### src/rtl/as_pack.sv
// Shared types and constants for the GPIO output sequencer.
package as_pack;

  localparam int unsigned nr_gpios        = 8;
  localparam int unsigned gpio_addr_width = 4;

  typedef enum logic [1:0] {
    StIdle,
    StDrive,
    StGap
  } gpio_state_e;

  typedef struct packed {
    logic [gpio_addr_width-1:0] addr;
    logic [nr_gpios-1:0]        data;
  } gpio_entry_t;

  // Status flag positions, counted upward from the top of the occupancy field
  localparam int unsigned StatEmptyOfs  = 0;
  localparam int unsigned StatFullOfs   = 1;
  localparam int unsigned StatBusyOfs   = 2;
  localparam int unsigned StatStickyOfs = 3;

  function automatic int unsigned occ_width(input int unsigned depth);
    return $clog2(depth) + 1;
  endfunction

endpackage

### src/rtl/as_gpio_fifo.sv
// Queue of pending GPIO writes; occupancy counter 0..Depth, power-of-two pointer wrap.
module as_gpio_fifo
  import as_pack::*;
#(
  parameter int unsigned Depth = 4,
  parameter int unsigned CntW  = 3
) (
  input  logic            clk_i,
  input  logic            rst_i,
  input  logic            push_i,
  input  gpio_entry_t     entry_i,
  input  logic            pop_i,
  output gpio_entry_t     entry_o,
  output logic            full_o,
  output logic            empty_o,
  output logic [CntW-1:0] count_o
);

  localparam int unsigned PtrW = $clog2(Depth);

  gpio_entry_t     mem_q [Depth];
  logic [PtrW-1:0] wr_ptr_q, rd_ptr_q;
  logic [CntW-1:0] count_q;
  logic            push_ok, pop_ok;

  assign full_o  = (count_q == CntW'(Depth));
  assign empty_o = (count_q == '0);
  assign count_o = count_q;
  assign entry_o = mem_q[rd_ptr_q];

  // A push into a full queue is only legal when the head leaves in the same cycle
  assign pop_ok  = pop_i & ~empty_o;
  assign push_ok = push_i & (~full_o | pop_ok);

  always_ff @(posedge clk_i) begin
    if (push_ok) begin
      mem_q[wr_ptr_q] <= entry_i;
    end
  end

  always_ff @(posedge clk_i) begin
    if (rst_i) begin
      wr_ptr_q <= '0;
      rd_ptr_q <= '0;
      count_q  <= '0;
    end else begin
      if (push_ok) wr_ptr_q <= wr_ptr_q + PtrW'(1);
      if (pop_ok)  rd_ptr_q <= rd_ptr_q + PtrW'(1);
      if (push_ok && !pop_ok)      count_q <= count_q + CntW'(1);
      else if (pop_ok && !push_ok) count_q <= count_q - CntW'(1);
    end
  end

endmodule

### src/rtl/as_gpio_out.sv
// Buffered GPIO output sequencer: queues bus writes and replays them as timed cs_o strobes.
// Optional status readback is enabled by defining AS_GPIO_STATUS_EN.
module as_gpio_out
  import as_pack::*;
#(
  parameter int unsigned FIFO_DEPTH = 4,
  parameter int unsigned CS_CYCLES  = 1,
  parameter int unsigned GAP_CYCLES = 1
) (
  input  logic                       clk_i,
  input  logic                       rst_i,
  input  logic                       req_i,
  input  logic                       we_i,
  input  logic [gpio_addr_width-1:0] addr_i,
  input  logic [nr_gpios-1:0]        wdata_i,
  output logic                       ack_o,
  output logic [nr_gpios-1:0]        rdata_o,
  output logic [nr_gpios-1:0]        gpio_o,
  output logic [gpio_addr_width-1:0] gpioAddr_o,
  output logic                       cs_o
);

  localparam int unsigned CntW   = occ_width(FIFO_DEPTH);
  localparam int unsigned TmrMax = (CS_CYCLES > GAP_CYCLES) ? CS_CYCLES : GAP_CYCLES;
  localparam int unsigned TmrW   = $clog2(TmrMax + 1);

  gpio_state_e                state_q, state_d;
  logic [TmrW-1:0]            tmr_q, tmr_d;
  logic                       cs_q, cs_d;
  logic [nr_gpios-1:0]        gpio_q, gpio_d;
  logic [gpio_addr_width-1:0] addr_q, addr_d;

  logic            push, pop, start;
  logic            fifo_full, fifo_empty;
  logic [CntW-1:0] fifo_count;
  gpio_entry_t     wr_entry, head;

  assign wr_entry.addr = addr_i;
  assign wr_entry.data = wdata_i;

  as_gpio_fifo #(
    .Depth (FIFO_DEPTH),
    .CntW  (CntW)
  ) u_fifo (
    .clk_i   (clk_i),
    .rst_i   (rst_i),
    .push_i  (push),
    .entry_i (wr_entry),
    .pop_i   (pop),
    .entry_o (head),
    .full_o  (fifo_full),
    .empty_o (fifo_empty),
    .count_o (fifo_count)
  );

  // Reads never stall; writes stall only when full and the head is not leaving this cycle
  always_comb begin
    ack_o = 1'b0;
    if (!rst_i && req_i) begin
      ack_o = !we_i || !fifo_full || pop;
    end
  end

  assign push = req_i & we_i & ack_o;

  always_comb begin
    state_d = state_q;
    tmr_d   = tmr_q;
    cs_d    = cs_q;
    gpio_d  = gpio_q;
    addr_d  = addr_q;
    start   = 1'b0;
    unique case (state_q)
      StIdle: begin
        start = !fifo_empty;
      end
      StDrive: begin
        if (tmr_q != '0) begin
          tmr_d = tmr_q - TmrW'(1);
        end else if (GAP_CYCLES != 0) begin
          cs_d    = 1'b0;
          tmr_d   = TmrW'(GAP_CYCLES - 1);
          state_d = StGap;
        end else if (!fifo_empty) begin
          start = 1'b1;
        end else begin
          cs_d    = 1'b0;
          state_d = StIdle;
        end
      end
      StGap: begin
        if (tmr_q != '0) begin
          tmr_d = tmr_q - TmrW'(1);
        end else if (!fifo_empty) begin
          start = 1'b1;
        end else begin
          state_d = StIdle;
        end
      end
      default: state_d = StIdle;
    endcase
    if (start) begin
      gpio_d  = head.data;
      addr_d  = head.addr;
      cs_d    = 1'b1;
      tmr_d   = TmrW'(CS_CYCLES - 1);
      state_d = StDrive;
    end
  end

  assign pop = start;

  always_ff @(posedge clk_i) begin
    if (rst_i) begin
      state_q <= StIdle;
      tmr_q   <= '0;
      cs_q    <= 1'b0;
      gpio_q  <= '0;
      addr_q  <= '0;
    end else begin
      state_q <= state_d;
      tmr_q   <= tmr_d;
      cs_q    <= cs_d;
      gpio_q  <= gpio_d;
      addr_q  <= addr_d;
    end
  end

  assign cs_o       = cs_q;
  assign gpio_o     = gpio_q;
  assign gpioAddr_o = addr_q;

`ifdef AS_GPIO_STATUS_EN
  logic                sticky_bp_q;
  logic [nr_gpios-1:0] status;

  always_ff @(posedge clk_i) begin
    if (rst_i) begin
      sticky_bp_q <= 1'b0;
    end else if (req_i && !we_i) begin
      sticky_bp_q <= 1'b0;
    end else if (req_i && we_i && !ack_o) begin
      sticky_bp_q <= 1'b1;
    end
  end

  always_comb begin
    status                       = '0;
    status[CntW-1:0]             = fifo_count;
    status[CntW + StatEmptyOfs]  = fifo_empty;
    status[CntW + StatFullOfs]   = fifo_full;
    status[CntW + StatBusyOfs]   = (state_q != StIdle);
    status[CntW + StatStickyOfs] = sticky_bp_q;
    rdata_o                      = '0;
    if (req_i && !we_i && ack_o) rdata_o = status;
  end
`else
  logic unused_count;
  assign unused_count = ^fifo_count;
  assign rdata_o      = '0;
`endif

endmodule
### config.mk
export PLATFORM = sky130hd
export DESIGN_NAME = as_gpio_out
export DESIGN_NICKNAME = d
export VERILOG_FILES = /design/src/rtl/as_pack.sv /design/src/rtl/as_gpio_fifo.sv /design/src/rtl/as_gpio_out.sv
export SDC_FILE = /design/constraint.sdc
export NUM_CORES = 1
export LEC_CHECK = 0
export CAP_MARGIN = 20
export CORE_ASPECT_RATIO = 1.75
export CORE_MARGIN = 4
export CORE_UTILIZATION = 35
export DETAILED_ROUTE_END_ITERATION = 8
export HOLD_SLACK_MARGIN = 0.08
export PLACE_DENSITY = 0.68
export SLEW_MARGIN = 10
export SYNTH_ARGS = -nofsm -noshare
export SYNTH_HDL_FRONTEND = slang
export SYNTH_SLANG_ARGS = --single-unit
### constraint.sdc
create_clock -name clk_i -period 2.1 [get_ports clk_i]
set_input_delay 0.21 -clock clk_i [delete_from_list [all_inputs] [get_ports clk_i]]
set_output_delay 0.21 -clock clk_i [all_outputs]
set_load 0.05 [all_outputs]
==> results of run 1 <==
==> Yosys cell counts (all sizes together) <==
cell type	count	area, µm²
edfxtp	48	1440
dfxtp	22	440
a21oi	18	90.1
o21ai	16	80.1
buf	13	106
nand3	13	65.1
mux4	12	289
clkbuf	6	23.8
ha	5	62.6
nor2	5	18.8
and2	4	25.0
inv	4	15.0
or3	4	25.0
nand2	3	11.3
nand2b	2	12.5
nor3	2	15.0
xor2	2	17.5
and4bb	1	12.5
conb	1	3.75
fa	1	20.0
mux2	1	11.3
mux2i	1	10.0
nor2b	1	6.26
or3b	1	8.76
==> metal layers <==
layer	up-vias	track usage [%]
met5	-	0
met4	0	6.39
met3	10	3.73
met2	39	19.1
met1	834	12.4
li1	781	-
==> power by group <==
| group | internal, µW | switching, µW | total [µW] |
|---|---|---|---|
| logic | 653 | 906 | 1560 |
| registers | 1650 | 132 | 1780 |
| clock network | 948 | 509 | 1460 |
| total | 3250 | 1550 | 4800 |
==> sequential cells by signal (all words and copies together) (netlist names) <==
register / count
cs_o: 1
gpioAddr_o: 4
gpio_o: 8
state_q: 2
u_fifo.count_o: 3
u_fifo.mem_q: 48
u_fifo.rd_ptr_q: 2
u_fifo.wr_ptr_q: 2
==> logic make-up after synthesis <==
family                   count (synthesis)
buffers and inverters                   23
multiplexers                            14
XOR/XNOR                                 2
other                                    1
AO/OA/AOI/OAI                           34
AND/OR/NAND/NOR                         36
adder cells (fa/ha/maj)                  6
flip-flops                              70
==> area by class of cell <==
class	instances	area [µm²]
sequential	70	1890
clock buffer	12	246
fill	682	4210
inverter	4	15.0
clock inverter	4	48.8
multi-input combinational	100	840
tap	90	113
timing repair buffer	48	493
==> worst paths after layout <==
| path | startpoint | end | slack (ns) | depth (start not counted) |
|---|---|---|---|---|
| hold reg to reg | gpioAddr_o[2]$_SDFFE_PP0N_ | gpioAddr_o[2]$_SDFFE_PP0N_ | 0.47 | 2 |
| hold / removal | gpioAddr_o[2]$_SDFFE_PP0N_ | gpioAddr_o[2]$_SDFFE_PP0N_ | 0.47 | 2 |
| setup / recovery | u_fifo.count_o[1]$_SDFFE_PP0P_ | u_fifo.count_o[2]$_SDFFE_PP0P_ | 0.04 | 8 |
| setup reg to reg | u_fifo.count_o[1]$_SDFFE_PP0P_ | u_fifo.count_o[2]$_SDFFE_PP0P_ | 0.04 | 8 |
==> repair_timing <==
item | in CTS | in global routing
pin swaps | 0 | 4
setup buffers | 0 | 2
gates resized for setup | 2 | 5
setup endpoints to repair | 1 | 1
==> stage by stage <==
stage                     util [%]  instance area, µm²
final                         46.4                3640
after global routing          46.4                3640
after CTS                     46.1                3620
after detailed placement      42.3                3320
after global placement        42.3                3320
after floorplan                  -                2860
==> worst max-delay path, stage by stage, from the launching register on <==
cell and delay, ns:
dfxtp_4 0.37, and4bb_2 0.27, nor3_4 0.23, ha_4 0.17
inv_2 0.04, fa_2 0.33, xor2_1 0.15, or3_1 0.31
a21oi_1 0.12
==> insert_results.sql, run 1 <==
INSERT INTO impl_metrics (metric_group, metric, value, unit) VALUES
('grt', 'grt_max_degree', '25', ''),
('timing', 'layout_setup_ws', '0.0419', 'ns'),
('cells_and_area', 'final_nets', '255', ''),
('setup_path', 'arrival', '2.31', 'ns'),
('placement', 'gpl.final_weighted_congestion', '0.667', ''),
('placement', 'dp.final_hpwl', '3440', 'µm'),
('placement', 'buffer_ports.inserted', '29', ''),
('grt', 'grt_first_pass_wirelength', '8070', 'µm'),
('detailed_routing', 'num_vias', '1664', ''),
('timing', 'rsz0062_at_grt', 'true', ''),
('clock_network', 'worst_skew_pair.late_latency', '0.33', 'ns'),
('timing', 'worst_slew_pin_slew', '0.604', 'ns'),
('outcome', 'run_status', 'complete, no violations', ''),
('clock_network', 'cts_made_buffers', '9', ''),
('synth', 'syn-mean-instance-area', '15.1', 'µm²'),
('clock_network', 'cts_tree', 'yes', ''),
('synth', 'post_synth_xor_area_fraction', '0.623', '%'),
('power_and_ir_drop', 'totalPowerFinal', '4800', 'µW'),
('die', 'floorplan.die.width', '75.8', 'µm'),
('timing', 'slew_violations', '0', ''),
('detailed_routing', 'wl_met2', '2620', 'µm'),
('detailed_routing', 'drt_wl_total', '4850', 'µm'),
('cells_and_area', 'fraction_of_final_layout_cells_with_drive_strength_greater_than_1', '21.0', '%'),
('detailed_routing', 'dr.first_iter.drc_count', '97', ''),
('timing', 'period_needed', '2.06', 'ns'),
('cells_and_area', 'final_cell_count_no_fill', '328', ''),
('synth', 'synth_area_in_compound_gates', '6.05', '%'),
('synth', 'synthesized_instance_count', '186', ''),
('setup_path', 'critPathCaptureType', 'flop', ''),
('worst_hold_path', 'min-delay-path-class', 'flop to flop', ''),
('timing', 'worst_clock_skew', '0.00734', 'ns'),
('die', 'die-area', '9590', 'µm²'),
('detailed_routing', 'post-route-drc-count', '0', ''),
('setup_path', 'worst-endpoint-required', '2.36', 'ns'),
('grt', 'overflow', '0', ''),
('placement', 'dp_worst_setup_slack', '-0.198', 'ns'),
('clock_network', 'path_clk_slew', '0.05', 'ns'),
('synth', 'synth-simple-area-share', '7.12', '%'),
('die', 'floorplan.initialDensity', '35.8', '%'),
('setup_path', 'critPathLaunchType', 'flop', ''),
('grt', 'vias_in_the_first_global_route', '1686', ''),
('die', 'io-pin-count', '38', ''),
('synth', 'synth_warnings', '0', ''),
('detailed_routing', 'detailroute.wirelength.met3', '226', 'µm'),
('clock_network', 'cts-root-buf', 'clkbuf_16', ''),
('timing', 'fin_hold_ws', '0.473', 'ns'),
('setup_path', 'crit_type', 'flop to flop', ''),
('setup_path', 'critPathMaxFanout', '5', ''),
('clock_network', 'htreeDepth', '3', ''),
('detailed_routing', 'dr.pass1.iters', '5', ''),
('clock_network', 'clock_path_buffers', '2', ''),
('timing', 'tns', '0', 'ns'),
('timing', 'final_hold_viol_count', '0', ''),
('synth', 'netlist-cell-type-count', '30', ''),
('cells_and_area', 'area_growth_syn_to_layout', '29.6', '%'),
('synth', 'largest_family_of_logic_cells_by_synthesized_area', 'multiplexers', ''),
('synth', 'yosysSeqAreaShare', '66.9', '%'),
('cells_and_area', 'layout.cells.most_common_list', '48 x edfxtp_1, 28 x clkdlybuf4s50_1, 20 x dfxtp_1, 18 x a21oi_1, 16 x o21ai_0', ''),
('timing', 'relSlewSlack', '59.7', '%'),
('detailed_routing', 'final_antenna_violating_net_count', '0', ''),
('job', 'cap_viol_max_count', '0', ''),
('detailed_routing', 'detail_route.wirelength.met1', '1860', 'µm'),
('detailed_routing', 'maxUsedRoutingLayer', 'met4', ''),
('power_and_ir_drop', 'power.density_cell_area', '1320', 'nW/µm²'),
('timing', 'setup_viol', '0', ''),
('die', 'core_region_area', '7860', 'µm²'),
('clock_network', 'clock-sinks', '70', ''),
('timing', 'timing.final.crit_share', '98.0', '%'),
('die', 'std_cell_rows', '43', ''),
('cells_and_area', 'layout_commonest_cell', 'edfxtp_1', ''),
('power_and_ir_drop', 'worst_ir_drop_vdd', '0.513', 'mV'),
('placement', 'place.detailed.instances', '310', ''),
('clock_network', 'post_cts_hold_buffer_count', '0', ''),
('cells_and_area', 'diodes', '0', ''),
('synth', 'synth_area', '2810', 'µm²'),
('grt', 'grt_antenna_before_repair', '0', ''),
('die', 'floorplan.die.height', '127', 'µm'),
('grt', 'track_usage', '11.5', '%'),
('detailed_routing', 'post_drt_via_cell_ratio', '5.07', ''),
('power_and_ir_drop', 'power.static_leakage', '0.00128', 'µW'),
('detailed_routing', 'wl_per_cell', '14.8', 'µm'),
('synth', 'synth_seq_cells', '70', ''),
('timing', 'maxClockFrequency', '0.486', 'GHz'),
('synth', 'synth_fa_ha_area_share', '2.94', '%'),
('synth', 'synth_mux_area_share', '11.0', '%');
Note: power is estimated with default switching activity, not from simulation.
==> run 2, diff against run 1 <==
--- a/config.mk
+++ b/config.mk
@@ -6,12 +6,13 @@
 export NUM_CORES = 1
 export LEC_CHECK = 0
 export CAP_MARGIN = 20
-export CORE_ASPECT_RATIO = 1.75
 export CORE_MARGIN = 4
 export CORE_UTILIZATION = 35
 export DETAILED_ROUTE_END_ITERATION = 8
+export DONT_BUFFER_PORTS = 1
 export HOLD_SLACK_MARGIN = 0.08
-export PLACE_DENSITY = 0.68
+export PLACE_DENSITY = 0.62
+export SETUP_SLACK_MARGIN = 0.2
 export SLEW_MARGIN = 10
 export SYNTH_ARGS = -nofsm -noshare
 export SYNTH_HDL_FRONTEND = slang
==> insert_results.sql, run 2 (synthesis gave the netlist of run 1 again) <==
INSERT INTO impl_metrics (metric_group, metric, value, unit) VALUES
('outcome', 'run_status', 'complete, but fails checks', ''),
('outcome', 'failed_checks', 'hold timing', ''),
('power_and_ir_drop', 'power.density_cell_area', '1280', 'nW/µm²'),
('clock_network', 'cts-root-buf', 'clkbuf_8', ''),
('cells_and_area', 'layout.cells.most_common_list', '48 x edfxtp_1, 18 x dfxtp_1, 17 x a21oi_1, 17 x dlygate4sd3_1, 16 x o21ai_0', ''),
('detailed_routing', 'dr.first_iter.drc_count', '47', ''),
('grt', 'grt_max_degree', '26', ''),
('die', 'floorplan.die.height', '97.6', 'µm'),
('placement', 'buffer_ports.inserted', '0', ''),
('clock_network', 'cts_tree', 'yes', ''),
('setup_path', 'max_stage_delay', '0.40', 'ns'),
('detailed_routing', 'post_drt_via_cell_ratio', '4.86', ''),
('power_and_ir_drop', 'switch_pwr', '1520', 'µW'),
('timing', 'rsz0062_at_grt', 'true', ''),
('power_and_ir_drop', 'worst_ir_drop_vdd', '0.370', 'mV'),
('timing', 'tns', '0', 'ns'),
('timing', 'fin_hold_ws', '-0.0811', 'ns'),
('setup_path', 'worst_path_dominant_cell_family', 'simple AND/OR/NAND/NOR gates', ''),
('detailed_routing', 'final_antenna_violating_net_count', '0', ''),
('timing', 'worst_clock_skew', '0.00722', 'ns'),
('die', 'floorplan.die.width', '97.6', 'µm'),
('job', 'cap_viol_max_count', '0', ''),
('grt', 'grt_first_pass_wirelength', '8090', 'µm'),
('setup_path', 'reg2reg_slack', '0.11', 'ns'),
('cells_and_area', 'area_growth_syn_to_layout', '20.3', '%'),
('power_and_ir_drop', 'switching_share', '35.0', '%'),
('clock_network', 'clock_path_buffers', '2', ''),
('detailed_routing', 'drt_wl_total', '4960', 'µm'),
('setup_path', 'path_cells', 'or3_4 -> nand2_4 -> ha_4 -> inv_1 -> fa_2 -> xor2_1 -> or3_1 -> a21oi_2', ''),
('die', 'floorplan.initialDensity', '36.2', '%'),
('clock_network', 'worst_skew_pair.late_latency', '0.34', 'ns'),
('placement', 'dp.final_hpwl', '3220', 'µm'),
('worst_hold_path', 'min-delay-path-class', 'primary input to flop', ''),
('timing', 'relSlewSlack', '60.0', '%'),
('clock_network', 'path_clk_slew', '0.07', 'ns'),
('setup_path', 'critPathMaxFanout', '3', ''),
('detailed_routing', 'post-route-drc-count', '0', ''),
('die', 'std_cell_rows', '32', ''),
('power_and_ir_drop', 'power_frac_comb', '23.6', '%'),
('timing', 'slew_violations', '0', ''),
('grt', 'grt_antenna_before_repair', '0', ''),
('setup_path', 'critPathCaptureType', 'flop', ''),
('setup_path', 'critical_path_buf_inv_count', '1', ''),
('clock_network', 'clock-sinks', '70', ''),
('power_and_ir_drop', 'clockPowerShare', '26.4', '%'),
('die', 'die-area', '9530', 'µm²'),
('setup_path', 'worst-endpoint-required', '2.38', 'ns'),
('placement', 'dp_worst_setup_slack', '0.0649', 'ns'),
('grt', 'overflow', '0', ''),
('placement', 'gpl.final_weighted_congestion', '0.667', ''),
('timing', 'worst_slew_pin_slew', '0.600', 'ns'),
('clock_network', 'cts_made_buffers', '9', ''),
('timing', 'setup_viol', '0', ''),
('detailed_routing', 'wl_per_cell', '15.3', 'µm'),
('timing', 'period_needed', '1.99', 'ns'),
('detailed_routing', 'num_vias', '1574', ''),
('clock_network', 'htreeDepth', '3', ''),
('cells_and_area', 'fraction_of_final_layout_cells_with_drive_strength_greater_than_1', '21.6', '%'),
('power_and_ir_drop', 'power.static_leakage', '0.00118', 'µW'),
('setup_path', 'crit_type', 'flop to flop', ''),
('power_and_ir_drop', 'power.share.sequential', '50.0', '%'),
('cells_and_area', 'num-fill-cells', '710', ''),
('cells_and_area', 'final_nets', '239', ''),
('timing', 'timing.final.crit_share', '94.9', '%'),
('power_and_ir_drop', 'power_report.internal_total', '2820', 'µW'),
('die', 'core_region_area', '7770', 'µm²'),
('grt', 'vias_in_the_first_global_route', '1596', ''),
('cells_and_area', 'layout_commonest_cell', 'edfxtp_1', ''),
('timing', 'maxClockFrequency', '0.502', 'GHz'),
('setup_path', 'critPathLaunchType', 'flop', ''),
('clock_network', 'post_cts_hold_buffer_count', '18', ''),
('setup_path', 'arrival', '2.27', 'ns'),
('cells_and_area', 'diodes', '0', ''),
('timing', 'final_hold_viol_count', '16', ''),
('grt', 'track_usage', '11.2', '%'),
('detailed_routing', 'dr.pass1.iters', '4', ''),
('die', 'io-pin-count', '38', ''),
('cells_and_area', 'largest-register', 'u_fifo.mem_q', ''),
('setup_path', 'crit_slowest_cell', 'or3_4', ''),
('cells_and_area', 'largest_register_ffs', '48', ''),
('timing', 'layout_setup_ws', '0.108', 'ns');
## run 2: power groups by stage
stage	clock network (µW)	registers, µW	logic, µW
after floorplan	0	2150	747
after global placement	0	2210	855
after detailed placement	0	2210	862
after CTS	1180	2170	1020
after global routing	1250	2200	1130
final	1150	2170	1020
## run 2: cell type report
type / instances / area, µm² / share of cell area (%)
inverter: 4 / 15.0 / 0.444
clock buffer: 10 / 128 / 3.77
timing repair buffer: 32 / 283 / 8.36
tap: 102 / 128 / 3.77
multi-input combinational: 100 / 852 / 25.2
clock inverter: 6 / 86.3 / 2.55
sequential: 70 / 1890 / 55.9
## run 2: worst paths after layout
kind,from,end,cells after the start
worst max-delay path,u_fifo.count_o[1]$_SDFFE_PP0P_,u_fifo.count_o[2]$_SDFFE_PP0P_,8
worst min-delay path,rst_i,u_fifo.count_o[2]$_SDFFE_PP0P_,1
worst max register to register,u_fifo.count_o[1]$_SDFFE_PP0P_,u_fifo.count_o[2]$_SDFFE_PP0P_,8
worst min register to register,u_fifo.wr_ptr_q[1]$_SDFFE_PP0P_,u_fifo.wr_ptr_q[1]$_SDFFE_PP0P_,2
## run 2: stage by stage
step           total power (µW)  area, µm²  std cells  hold WS [ns]  utilization [%]
2_1_floorplan              2890       2870        193         0.309                -
3_3_place_gp               3060       2940        287         0.281             37.9
3_5_place_dp               3080       2940        287         0.280             37.9
4_1_cts                    4370       3390        325       -0.0950             43.6
5_1_grt                    4580       3380        324        -0.113             43.6
6_report                   4340       3380        324       -0.0811             43.6
## run 2: metal layers
layer  global-route usage [%]  share of wire [%]  vias to the layer above
met5                        0                  0                        -
met4                     5.86                2.8                        0
met3                     4.95                5.9                        9
met2                     16.4                 46                       41
met1                     13.9                 45                      775
li1                         -                  -                      749
## run 2: timing repair
item,4_1_cts,5_1_grt
pin swaps,4,1
cloned,0,0
resized for setup,5,3
setup buffers,4,0
endpoints found under the hold margin,69,16
setup endpoints to repair,1,2
==> run 3, diff against run 2 <==
--- a/config.mk
+++ b/config.mk
@@ -13,6 +13,7 @@
 export HOLD_SLACK_MARGIN = 0.08
 export PLACE_DENSITY = 0.62
 export SETUP_SLACK_MARGIN = 0.2
+export SKIP_CTS_REPAIR_TIMING = 1
 export SLEW_MARGIN = 10
 export SYNTH_ARGS = -nofsm -noshare
 export SYNTH_HDL_FRONTEND = slang
==> insert_results.sql, run 3 (synthesis gave the netlist of run 1 again) <==
INSERT INTO impl_metrics (metric_group, metric, value, unit) VALUES
('setup_path', 'arrival', '2.29', 'ns'),
('timing', 'final_hold_viol_count', '18', ''),
('timing', 'slew_violations', '0', ''),
('setup_path', 'critPathMaxFanout', '6', ''),
('cells_and_area', 'final_core_utilization', '43.1', '%'),
('timing', 'rsz0062_at_grt', 'true', ''),
('clock_network', 'path_clk_slew', '0.07', 'ns'),
('placement', 'place.detailed.instances', '287', ''),
('placement', 'buffer_ports.inserted', '0', ''),
('cells_and_area', 'largest_register_ffs', '48', ''),
('clock_network', 'cts-root-buf', 'clkbuf_8', ''),
('placement', 'dp.final_hpwl', '3220', 'µm'),
('grt', 'grt_max_degree', '26', ''),
('clock_network', 'worst_skew_pair.late_latency', '0.34', 'ns'),
('setup_path', 'path_cells', 'and4bb_4 -> nor3_4 -> ha_4 -> inv_2 -> fa_2 -> xor2_1 -> or3_1 -> a21oi_2', ''),
('cells_and_area', 'final_nets', '236', ''),
('setup_path', 'worst-endpoint-required', '2.38', 'ns'),
('detailed_routing', 'wl_per_cell', '15.1', 'µm'),
('die', 'floorplan.die.height', '97.6', 'µm'),
('cells_and_area', 'final_cell_count_no_fill', '321', ''),
('timing', 'maxClockFrequency', '0.498', 'GHz'),
('outcome', 'failed_checks', 'hold timing', ''),
('cells_and_area', 'fraction_of_final_layout_cells_with_drive_strength_greater_than_1', '21.0', '%'),
('setup_path', 'crit_type', 'flop to flop', ''),
('detailed_routing', 'final_antenna_violating_net_count', '0', ''),
('outcome', 'run_status', 'complete, but fails checks', ''),
('timing', 'tns', '0', 'ns'),
('clock_network', 'cts_tree', 'yes', ''),
('clock_network', 'htreeDepth', '3', ''),
('placement', 'gpl.final_weighted_congestion', '0.667', ''),
('die', 'std_cell_rows', '32', ''),
('timing', 'relSlewSlack', '60.1', '%'),
('setup_path', 'max_stage_delay', '0.37', 'ns'),
('timing', 'period_needed', '2.01', 'ns'),
('die', 'core_region_area', '7770', 'µm²'),
('cells_and_area', 'layout_commonest_cell', 'edfxtp_1', ''),
('cells_and_area', 'diodes', '0', ''),
('timing', 'worst_clock_skew', '0.00763', 'ns'),
('die', 'floorplan.die.width', '97.6', 'µm'),
('cells_and_area', 'largest-register', 'u_fifo.mem_q', ''),
('grt', 'grt_antenna_before_repair', '0', ''),
('grt', 'grt_first_pass_wirelength', '7760', 'µm'),
('grt', 'track_usage', '10.8', '%'),
('die', 'floorplan.initialDensity', '36.2', '%'),
('die', 'die-area', '9530', 'µm²'),
('setup_path', 'critPathLaunchType', 'flop', ''),
('detailed_routing', 'dr.pass1.iters', '4', ''),
('setup_path', 'critPathCaptureType', 'flop', ''),
('cells_and_area', 'area_growth_syn_to_layout', '19.0', '%'),
('timing', 'worst_slew_pin_slew', '0.597', 'ns'),
('clock_network', 'clock_path_buffers', '2', ''),
('grt', 'vias_in_the_first_global_route', '1484', ''),
('worst_hold_path', 'min-delay-path-class', 'primary input to flop', ''),
('timing', 'fin_hold_ws', '-0.0770', 'ns'),
('detailed_routing', 'dr.first_iter.drc_count', '40', ''),
('power_and_ir_drop', 'power.static_leakage', '0.00115', 'µW'),
('detailed_routing', 'post_drt_via_cell_ratio', '4.85', ''),
('detailed_routing', 'num_vias', '1557', ''),
('timing', 'timing.final.crit_share', '95.6', '%'),
('timing', 'setup_viol', '0', ''),
('power_and_ir_drop', 'power.density_cell_area', '1280', 'nW/µm²'),
('job', 'cap_viol_max_count', '0', ''),
('die', 'io-pin-count', '38', ''),
('detailed_routing', 'drt_wl_total', '4830', 'µm'),
('cells_and_area', 'layout.cells.most_common_list', '48 x edfxtp_1, 20 x dfxtp_1, 17 x a21oi_1, 16 x o21ai_0, 15 x dlygate4sd3_1', ''),
('power_and_ir_drop', 'worst_ir_drop_vdd', '0.369', 'mV'),
('setup_path', 'crit_slowest_cell', 'dfxtp_4', ''),
('detailed_routing', 'post-route-drc-count', '0', ''),
('clock_network', 'clock-sinks', '70', ''),
('grt', 'overflow', '0', ''),
('clock_network', 'cts_made_buffers', '9', '');
run 3: per-layer routing:
layer | routed length, µm | up-vias | global-route usage [%]
met5 | 0 | - | 0
met4 | 113 | 0 | 5.43
met3 | 291 | 7 | 5.67
met2 | 2220 | 38 | 15.1
met1 | 2210 | 767 | 13.5
li1 | - | 745 | -
run 3: power breakdown:
group	switching [µW]	internal, µW	leakage (µW)	total [µW]
registers	523	1650	0.000616	2170
clock network	483	666	0.000106	1150
logic	491	469	0.000432	960
run 3: path summary, 6_finish.rpt:
kind,slack [ns],cells past startpoint,start,endpoint
setup / recovery,0.09,8,u_fifo.count_o[0]$_SDFFE_PP0P_,u_fifo.count_o[2]$_SDFFE_PP0P_
hold / removal,-0.08,1,rst_i,u_fifo.count_o[2]$_SDFFE_PP0P_
setup reg to reg,0.09,8,u_fifo.count_o[0]$_SDFFE_PP0P_,u_fifo.count_o[2]$_SDFFE_PP0P_
hold reg to reg,0.50,2,state_q[1]$_SDFFE_PP0P_,state_q[1]$_SDFFE_PP0P_
run 3: layout make-up:
type	count	area (µm²)
clock inverter	6	86.3
clock buffer	10	128
multi-input combinational	100	847
timing repair buffer	29	255
fill	712	4420
tap	102	128
inverter	4	15.0
sequential	70	1890
run 3: critical path: cells and delay by family, from the launching register on:
family | cells | cell delay, ns
AOI/OAI and AO/OA | 1 | 0.11
xor gates and xnor gates | 1 | 0.15
adders and majority gates | 2 | 0.49
buffers and inverters | 1 | 0.03
DFF | 1 | 0.37
and+or+nand+nor | 3 | 0.80
run 3: stage by stage:
stage | cell area [µm²] | total power (µW) | worst slack [ns] | hold WS (ns)
6_report | 3350 | 4280 | 0.0922 | -0.0770
5_1_grt | 3350 | 4520 | -0.00274 | -0.104
4_1_cts | 3160 | 4220 | 0.0475 | -0.0938
3_5_place_dp | 2940 | 3080 | 0.0649 | 0.280
3_3_place_gp | 2940 | 3060 | 0.106 | 0.281
2_1_floorplan | 2870 | 2890 | 0.0918 | 0.309
==> patch 1: new RTL, config.mk and constraints of run 1 <==
The option `AS_GPIO_STATUS_EN` is turned on by a define.
--- a/src/rtl/as_gpio_out.sv
+++ b/src/rtl/as_gpio_out.sv
@@ -1,5 +1,7 @@
 // Buffered GPIO output sequencer: queues bus writes and replays them as timed cs_o strobes.
 // Optional status readback is enabled by defining AS_GPIO_STATUS_EN.
+`define AS_GPIO_STATUS_EN
+
 module as_gpio_out
   import as_pack::*;
 #(
Formal check against the unedited RTL: not equivalent (Yosys sat finds a counterexample within 4 cycles, from zero or initial values and one cycle with rst_i high).
==> patch 1 against run 1 <==
Final area up 6.5%. Area after synthesis up 2.9%. Non-clock buffer count up 8. Clock skew down 0.00078 ns. Wire length up 9.2%. First-iteration DRC count down 6.2%. Via count up 2.9%. Sequential cell count up 1. Power up 0.92%. Critical path type unchanged. Worst setup slack better by 0.011 ns. Core utilization up 2.0 points. Largest power group unchanged.
==> patch 1: results (changes against run 1) <==
* Max FO, Critical Path at 7 (was 5)
* Placed insts at 327 (was 310)
* IO buf count at 36 (was 29)
* DRT Pass-1 Iters at 4 (was 5)
* Largest net degree at the start of global routing at 27 (was 25)
* Max reg flops at 48 (unchanged)
* Drt initial violations at 91 (was 97)
* Synth cell types at 35 (was 30)
* Depth of the most critical reg-to-reg path at 8 (unchanged)
* Clk_skew at 0.006564 ns (was 0.007344 ns)
* Synth top cells by count: 48 x edfxtp_1, 23 x dfxtp_1, 19 x a21oi_1 (was 48 x edfxtp_1, 22 x dfxtp_1, 18 x a21oi_1)
* Slowest stage delay, CP at 0.41 ns (was 0.37 ns)
* Syn Inst Count at 194 (was 186)
* Dpl hpwl at 3701 microns (was 3440 microns)
* Proportion of layout cells with a drive suffix above 1 at 0.2451 (was 0.2101)
* Worst vdd ir at 0.5233 mV (was 0.5133 mV)
* Met1 wire length at 2068 microns (was 1861 microns)
* DP Worst Slack at -0.1332 ns (was -0.1981 ns)
* Critical-path top delay cell: or3_4 (was dfxtp_4)
* Leak Pwr at 0.001347 uW (was 0.001276 uW)
* Status: complete, no violations (unchanged)
* Wirelength per Cell at 15.43 microns (was 14.78 microns)
* WL final at 5293 microns (was 4849 microns)
* Sequential-to-total area share from yosys stat at 0.6572 (was 0.6693)
* First-pass GRT wire length at 8673 microns (was 8066 microns)
* Via/cell ratio at 4.994 (was 5.073)
* Die area at 9845 sq um (was 9587 sq um)
* Final #Nets at 270 (was 255)
* Tot GR Track Use at 0.1176 (was 0.1152)
* Most area-consuming cells after synthesis: edfxtp_1 50%, dfxtp_1 16%, mux4_2 5.4% (was edfxtp_1 51%, dfxtp_1 16%, mux4_2 5.6%)
==> patch 1: cells by family (layout without fill, tap and decap cells) <==
family / Yosys count / in the layout / share of synthesized area
adders and majority gates: 6 / 6 / 0.02853
other: 1 / 1 / 0.001296
and+or+nand+nor: 47 / 47 / 0.1003
muxes: 14 / 14 / 0.1072
xor gates and xnor gates: 2 / 2 / 0.006054
DFF: 71 / 71 / 0.6572
AOI/OAI and AO/OA: 36 / 36 / 0.06312
buffers and inverters: 17 / 76 / 0.03631
==> patch 1: repair_timing <==
item                                    in CTS  in global routing
resized for setup                            0                  4
endpoints found under the setup margin       0                  1
endpoints found under the hold margin        0                  0
==> patch 1: metrics by stage <==
step	instance area, sq um	power, uW	TNS (ns)	hold slack (ns)
global route	3880	5072	-0.006286	0.4902
finish	3880	4845	0	0.4633
CTS	3870	4871	0	0.4634
floorplan	2937	3006	0	0.3089
global placement	3591	3445	-0.07689	0.4586
detailed placement	3591	3478	-0.1332	0.4561
==> patch 1: cell type report <==
class                      count  area (sq um)
sequential                    71          1913
inverter                       4         15.01
clock buffer                  13         261.5
timing repair buffer          56         640.6
fill                         682          4136
tap                           90         112.6
clock inverter                 3         17.52
multi-input combinational    106         919.6
==> patch 1: power by group <==
part | switching [uW] | internal (uW) | total [uW]
Clock | 519 | 866 | 1390
Sequential | 126 | 1680 | 1800
Combinational | 973 | 684 | 1660
Total | 1620 | 3230 | 4840
==> patch 1: metal layers <==
metal  up-vias  track usage
met1       820       0.1193
met3        13      0.02813
li1        835            -
met4         0      0.09285
met5         -            0
met2        45       0.2045
==> patch 1: worst register-to-register path, delay by kind of cell, from the launching register on <==
| kind | cells | cell delay, ns |
|---|---|---|
| adder cells (fa/ha/maj) | 2 | 0.47 |
| XOR/XNOR | 1 | 0.15 |
| AO/OA/AOI/OAI | 1 | 0.14 |
| flip-flops | 1 | 0.36 |
| buffers and inverters | 1 | 0.03 |
| AND/OR/NAND/NOR | 3 | 0.81 |
==> patch 1: final timing paths <==
path | from | to | slack, ns
worst max-delay path | u_fifo.count_o[2]$_SDFFE_PP0P_ | u_fifo.count_o[2]$_SDFFE_PP0P_ | 0.05
worst min-delay path | cs_o$_SDFFE_PP0P_ | cs_o$_SDFFE_PP0P_ | 0.46
worst max register to register | u_fifo.count_o[2]$_SDFFE_PP0P_ | u_fifo.count_o[2]$_SDFFE_PP0P_ | 0.05
worst min register to register | cs_o$_SDFFE_PP0P_ | cs_o$_SDFFE_PP0P_ | 0.46
==> patch 2: new RTL, settings of run 1 <==
Made on the original files. Take the reset off `addr_q` and load it in a clocked block of its own.
--- a/src/rtl/as_gpio_out.sv
+++ b/src/rtl/as_gpio_out.sv
@@ -116,14 +116,16 @@
       tmr_q   <= '0;
       cs_q    <= 1'b0;
       gpio_q  <= '0;
-      addr_q  <= '0;
     end else begin
       state_q <= state_d;
       tmr_q   <= tmr_d;
       cs_q    <= cs_d;
       gpio_q  <= gpio_d;
-      addr_q  <= addr_d;
     end
+  end
+
+  always_ff @(posedge clk_i) begin
+    addr_q <= addr_d;
   end
 
   assign cs_o       = cs_q;
Function: differs if rst_i is asserted again (counterexample within 4 cycles, from zero or initial values and one cycle with rst_i high); with rst_i held inactive, the same outputs for 10 cycles.
==> patch 2 against run 1 <==
Worst setup slack improved by 0.045 ns. Wire length about the same. Area after synthesis about the same. Power is 7.6% higher. Final area is 2.0% higher. Sequential cell count grew 2. Via count fell by 6.0%. Fmax rose by 2.2%. Critical endpoint unchanged.
==> patch 2: results (changes against run 1) <==
* Status: complete, no violations (unchanged)
* Wirelength per Cell at 15.07 microns (was 14.78 microns)
* Gpl congestion at 0.7631 (was 0.6671)
* Worst slew pin tran at 0.5992 ns (was 0.6037 ns)
* Filler Cells Inserted at 674 (was 682)
* ClkCell Share at 0.09060 (was 0.08107)
* Hold Startpoint: cs_o$_SDFFE_PP0P_ (was gpioAddr_o[2]$_SDFFE_PP0N_)
* Tot GR Track Use at 0.1142 (was 0.1152)
* Final #Nets at 249 (was 255)
* Clk_skew at 0.004224 ns (was 0.007344 ns)
* DP Worst Slack at -0.1627 ns (was -0.1981 ns)
* Max FO, Critical Path at 6 (was 5)
* CP arrival at 2.27 ns (was 2.31 ns)
* GR Layer Usage met2 at 0.1951 (was 0.1914)
* Area share of fa/ha/maj cells after synthesis at 0.02939 (was 0.02937)
* Worst vdd ir at 0.6423 mV (was 0.5133 mV)
* Synth cell types at 32 (was 30)
* First-pass GRT wire length at 7783 microns (was 8066 microns)
* NonClk Buf Share at 0.1327 (was 0.1353)
* Sw Share at 0.3106 (was 0.3224)
* Max Freq at 496.8 MHz (was 485.9 MHz)
* DRT Pass-1 Iters at 4 (was 5)
* Vias in the first global route at 1658 (was 1686)
* Crit path from: u_fifo.count_o[2]$_SDFFE_PP0P_ (was u_fifo.count_o[1]$_SDFFE_PP0P_)
* Seq area share at 0.5291 (was 0.5180)
* Met1 wire length at 1803 microns (was 1861 microns)
* Multiplexer share of the synthesized area at 0.09973 (was 0.1104)
* Sequential share of power at 0.359 (was 0.372)
* CTS resizes at 1 (was 2)
* Clkbuf count at 10 (was 12)
* Clk pwr at 1690 uW (was 1460 uW)
* Sequential-to-total area share from yosys stat at 0.6981 (was 0.6693)
==> patch 2: cell count changes after synthesis, sizes merged, moves of 2 or more <==
| cell | delta |
|---|---|
| a21oi | -3 |
| clkbuf | -4 |
| dfxtp | -2 |
| edfxtp | +4 |
| nand3 | -3 |
| o21ai | -4 |
==> patch 2: per-stage QoR <==
| stage | hold WS [ns] | std cells | total power [uW] | area [sq um] | setup TNS [ns] |
|---|---|---|---|---|---|
| after CTS | 0.4608 | 320 | 5220 | 3696 | 0 |
| after detailed placement | 0.4535 | 304 | 3493 | 3354 | -0.1627 |
| final | 0.4527 | 322 | 5164 | 3715 | 0 |
| after global routing | 0.4870 | 322 | 5415 | 3715 | -0.02299 |
| after floorplan | 0.3089 | 182 | 2976 | 2863 | 0 |
| after global placement | 0.4431 | 304 | 3465 | 3354 | -0.09037 |
==> patch 2: worst min-delay path: stages, from the launching register on <==
cell	delay (ns)
dfxtp_1	0.30
nand2_1	0.05
a21oi_1	0.05
